==> config.mk <==
export PLATFORM = sky130hd
export DESIGN_NAME = ysyx_23060201_ifu
export DESIGN_NICKNAME = d
export VERILOG_FILES = /design/src/rtl/ysyx_23060201_ifu.sv
export SDC_FILE = /design/constraint.sdc
export NUM_CORES = 1
export LEC_CHECK = 0
export BUFFER_PORTS_ARGS = -buffer_cell sky130_fd_sc_hd__buf_2
export CAP_MARGIN = 20
export CORE_MARGIN = 2
export CORE_UTILIZATION = 45
export DETAILED_ROUTE_END_ITERATION = 16
export GPL_TIMING_DRIVEN = 0
export PLACE_DENSITY = 0.74
export SLEW_MARGIN = 20
export SYNTH_ARGS = -nofsm -noshare
export SYNTH_HDL_FRONTEND = slang
export SYNTH_SLANG_ARGS = --single-unit
==> constraint.sdc <==
create_clock -name clk -period 2.5 [get_ports clk]
set_clock_uncertainty 0.05 [all_clocks]
set_input_delay 0.625 -clock clk [delete_from_list [all_inputs] [get_ports clk]]
set_output_delay 0.625 -clock clk [all_outputs]
set_load 0.03 [all_outputs]
==> src/rtl/ysyx_23060201_ifu.sv <==
// Instruction fetch unit: one outstanding fetch, holds the returned word for the decoder,
// and applies redirects at any point of the transaction.
module ysyx_23060201_ifu #(
    parameter logic [31:0] RESET_PC = 32'h8000_0000
) (
    input  logic        clk,
    input  logic        rst,
    output logic        mem_req_valid,
    output logic [31:0] mem_req_addr,
    input  logic        mem_req_ready,
    input  logic        mem_rsp_valid,
    input  logic [31:0] mem_rsp_data,
    output logic        inst_valid,
    output logic [31:0] inst,
    output logic [31:0] inst_pc,
    input  logic        inst_ready,
    input  logic        redirect_valid,
    input  logic [31:0] redirect_pc
);

    localparam int unsigned XLEN = 32;

    typedef enum logic [1:0] {
        REQ  = 2'd0,
        WAIT = 2'd1,
        HOLD = 2'd2
    } state_t;

    state_t            state_q;
    state_t            state_d;
    logic [XLEN-1:0]   pc_q;
    logic [XLEN-1:0]   pc_d;
    logic              drop_q;
    logic              drop_d;
    logic [XLEN-1:0]   inst_d;
    logic [XLEN-1:0]   inst_pc_d;
    logic [XLEN-1:0]   target;

    // Redirect targets are forced word-aligned so pc never carries low bits.
    assign target        = redirect_pc & ~XLEN'(3);
    assign mem_req_addr  = pc_q;
    assign mem_req_valid = (state_q == REQ) & ~redirect_valid & ~rst;
    assign inst_valid    = (state_q == HOLD) & ~rst;

    // Next-state and datapath update.
    always_comb begin
        state_d   = state_q;
        pc_d      = pc_q;
        drop_d    = drop_q;
        inst_d    = inst;
        inst_pc_d = inst_pc;
        case (state_q)
            REQ: begin
                if (redirect_valid) begin
                    pc_d = target;
                end else if (mem_req_valid && mem_req_ready) begin
                    state_d = WAIT;
                end
            end
            WAIT: begin
                if (mem_rsp_valid) begin
                    state_d = REQ;
                    drop_d  = 1'b0;
                    if (redirect_valid) begin
                        pc_d = target;
                    end else if (!drop_q) begin
                        inst_d    = mem_rsp_data;
                        inst_pc_d = pc_q;
                        state_d   = HOLD;
                    end
                end else if (redirect_valid) begin
                    // The in-flight word belongs to the old path; discard it on arrival.
                    pc_d   = target;
                    drop_d = 1'b1;
                end
            end
            HOLD: begin
                if (redirect_valid) begin
                    pc_d    = target;
                    state_d = REQ;
                end else if (inst_ready) begin
                    pc_d    = pc_q + XLEN'(4);
                    state_d = REQ;
                end
            end
            default: begin
                state_d = REQ;
            end
        endcase
    end

    // State registers with synchronous reset.
    always_ff @(posedge clk) begin
        if (rst) begin
            state_q <= REQ;
            pc_q    <= RESET_PC;
            drop_q  <= 1'b0;
            inst    <= '0;
            inst_pc <= '0;
        end else begin
            state_q <= state_d;
            pc_q    <= pc_d;
            drop_q  <= drop_d;
            inst    <= inst_d;
            inst_pc <= inst_pc_d;
        end
    end

endmodule

==> flow_summary.yaml <==
yosys:
  async_flop_share: 0
  synth_fa_ha_area_frac: 0.002840
  yosysWarnings: 0
  netlist_instances: 590
  ys_seq_area_frac: 0.4317
  synth_top_family_by_area: "simple AND/OR/NAND/NOR gates"
  synth_mux_area_frac: 0.02158
  avgSynthCellArea_um2: 7.467
  syn_area_um2: 4405
  synth-simple-area-share: 0.2945
  synth.distinct_cells: 56
  synth_seq_cells: 95
  synth-edff-count: 0
  synth-main-ff-cell: "dfxtp_1"
  synth_compound_area_frac: 0.2034
  synth_xor_area_frac: 0
placed_design:
  dpl_cell_area_um2: 5395
  place_inst: 887
  numPortBuffers: 161
  place.gp.congestion: 0.9832
  dp_hpwl_um: 10510
cells_and_area:
  instances_no_fill: 899
  synthToLayoutAreaGrowth_pct: 27.41
  drive_above_1_share: 0.2702
  diodes: 0
  stdcell_area_um2: 5613
  fin_nets: 834
  fillers: 963
floorplan:
  rows: 36
  start_util: 0.4570
  core_um2: 9639
  fp.dieH_um: 102.9
  die_w_um: 102.9
  die_area_um2: 10600
  io_pins: 168
global_routing:
  first_global_vias: 4573
  grt_max_degree: 15
  grt_pass1_wl_um: 22530
  antenna_found_initial: 0
  grt_remaining_overflow: 0
  track_usage: 0.2716
cts:
  htreeDepth: 3
  cts_root_buf: "clkbuf_8"
  clk_latency_ns: 0.37
  cts_hold_buf: 0
  cts_sinks: 95
  cts_tree: "yes"
  clk_path_buf_depth: 2
  cts_buffers: 9
  clkSlewWorstSetupHoldPaths_ns: 0.09
timing:
  final_hold_viol_count: 0
  finalSetupViolations: 0
  min_period_ns: 2.403
  worst_slew_pin_slew_ns: 0.6994
  fin_setup_tns_ns: 0
  slew-limit-headroom: 0.5337
  min_period_over_period: 0.9613
  rsz0062_at_grt: "yes"
  fmax_ghz: 0.4161
  drv_slew: 0
  whs_ns: 0.4026
worst_setup_path:
  path_buf_inv: 1
  max_stage_delay_ns: 0.80
  cp_max_fo: 8
  cp_data_arrival_time_ns: 2.61
  path_class: "reg -> reg"
  cp_cell_sequence: "clkbuf_1, nand2_1, or4_2, o211ai_1, or3b_1"
  critPathRequiredTime_ns: 2.71
  crit_path_end_kind: "flip-flop"
  slowest_stage: "or4_2"
  start_kind: "flip-flop"
  cp_top_family: "simple AND/OR/NAND/NOR gates"
power:
  p_total_mw: 3.060
  peakVddDrop_mv: 0.2733
  p_leak_nw: 2.376
  powerDensity_nw_per_um2: 545.2
drt:
  wl_um: 14480
  vias: 4977
  routed_via_density: 5.536
  drc: 0
  dr.pass1.iters: 6
  drtIter0Drc: 332
  wl_per_cell_um: 16.11
  ant_nets: 0
flow_run:
  drv_cap: 0
run_status:
  outcome: "finished clean"
worst_hold_path:
  worstHoldPathType: "reg -> reg"
[per-layer routing]
metal | share of wire | global-route usage
met4 | 0.023 | 0.1225
met5 | 0 | 0
met1 | 0.41 | 0.3603
met3 | 0.096 | 0.05220
met2 | 0.47 | 0.4296
[power breakdown]
group          switching [mW]  total [mW]  leakage (nW)  internal [mW]
Sequential             0.0643        1.62         0.773           1.56
Combinational           0.281       0.429          1.51          0.148
Clock                   0.533        1.01        0.0940          0.476
Total                   0.878        3.06          2.38           2.18
[final cells by class]
class                           instances  area [um^2]  share of cell area
Buffer                                 43        187.7             0.03344
Clock buffer                           10        137.6             0.02452
Clock inverter                          4        47.55            0.008471
Inverter                                4        15.01            0.002675
Multi-Input combinational cell        449         2351              0.4189
Sequential cell                        95         1902              0.3388
Tap cell                              133        166.4             0.02965
Timing Repair Buffer                  161        805.8              0.1436
[state kept, by name, summed over array words and instances, names as in the netlist]
signal	cells
drop_q	1
inst	32
inst_pc	30
state_q	2
mem_req_addr	30
[stage by stage]
step / utilization / worst slack, ns
floorplan: - / 0.07344
global placement: 0.5597 / -0.3507
detailed placement: 0.5597 / -0.4091
CTS: 0.5794 / 0.01805
global route: 0.5823 / -0.03380
finish: 0.5823 / 0.09664
[kinds of logic after synthesis]
family                     after synthesis
and+or+nand+nor                        283
AOI/OAI and AO/OA                      152
DFF                                     95
buffers and inverters                   49
muxes                                    9
adders and majority gates                1
other                                    1
[worst reg2reg max path: stages (launching register included)]
cell      delay [ns]
dfxtp_1         0.34
clkbuf_1        0.30
nand2_1         0.23
or4_2           0.80
o211ai_1        0.22
or3b_1          0.36
[worst paths after layout]
kind                            slack [ns]          endpoint             from  cells after the start
worst max-delay path                   0.1  mem_req_addr[25]  mem_req_addr[9]                      5
worst min-delay path                  0.40       inst_pc[15]      inst_pc[15]                      2
worst max register to register         0.1  mem_req_addr[25]  mem_req_addr[9]                      5
worst min register to register        0.40       inst_pc[15]      inst_pc[15]                      2
[placed cells by master (no fill, tap or decap), drive strengths merged, types with 3 or more instances in the layout]
| cell type | count |
|---|---|
| nand2 | 175 |
| buf | 166 |
| dfxtp | 95 |
| a21oi | 86 |
| clkbuf | 48 |
| nor2 | 23 |
| o21ai | 19 |
| nand3 | 16 |
| nand4 | 13 |
| or3 | 9 |
| and3 | 9 |
| nor3 | 7 |
| a31oi | 6 |
| or4 | 6 |
| nor4 | 6 |
| o22ai | 5 |
| mux2i | 5 |
| o31ai | 5 |
| a32o | 5 |
| mux2 | 4 |
| a22o | 4 |
| conb | 4 |
| nor3b | 4 |
| nor2b | 3 |
| inv | 3 |
| a211oi | 3 |
| o41ai | 3 |
| and2 | 3 |
| clkinv | 3 |
[cell usage after synthesis (2+ instances only)]
| library cell | instances | area share |
|---|---|---|
| o211ai_1 | 2 | 0.0034 |
| a21boi_0 | 2 | 0.0034 |
| inv_1 | 3 | 0.0026 |
| nor2_1 | 23 | 0.020 |
| o31ai_1 | 5 | 0.0085 |
| nand4b_1 | 2 | 0.0040 |
| nor3_1 | 6 | 0.0068 |
| and2_1 | 2 | 0.0028 |
| buf_1 | 3 | 0.0026 |
| or4_1 | 4 | 0.0068 |
| o21a_1 | 2 | 0.0034 |
| nand4_1 | 12 | 0.017 |
| nor2b_1 | 3 | 0.0043 |
| o41ai_1 | 3 | 0.0060 |
| dfxtp_1 | 95 | 0.43 |
| or3b_1 | 2 | 0.0040 |
| nand2_1 | 174 | 0.15 |
| a32o_1 | 5 | 0.011 |
| nor4_1 | 6 | 0.0085 |
| or3_1 | 8 | 0.011 |
| mux2i_1 | 5 | 0.011 |
| nand2b_1 | 2 | 0.0028 |
| a21oi_1 | 86 | 0.098 |
| o22ai_1 | 5 | 0.0071 |
| a211oi_1 | 3 | 0.0051 |
| mux2_2 | 4 | 0.010 |
| o311ai_0 | 2 | 0.0040 |
| clkbuf_1 | 38 | 0.032 |
| nor3b_1 | 4 | 0.0068 |
| and3_1 | 8 | 0.011 |
| o21ai_0 | 19 | 0.022 |
| buf_4 | 4 | 0.0068 |
| a31oi_1 | 6 | 0.0085 |
| a22oi_1 | 2 | 0.0034 |
| nand3_1 | 16 | 0.018 |
| a22o_1 | 4 | 0.0080 |
[timing repair]
| item | in CTS | in global routing |
|---|---|---|
| gates resized for setup | 4 | 15 |
| endpoints found under the setup margin | 4 | 80 |
| pin swaps | 0 | 0 |
| buffers inserted | 0 | 0 |
Power figures use the tool's default switching activity.
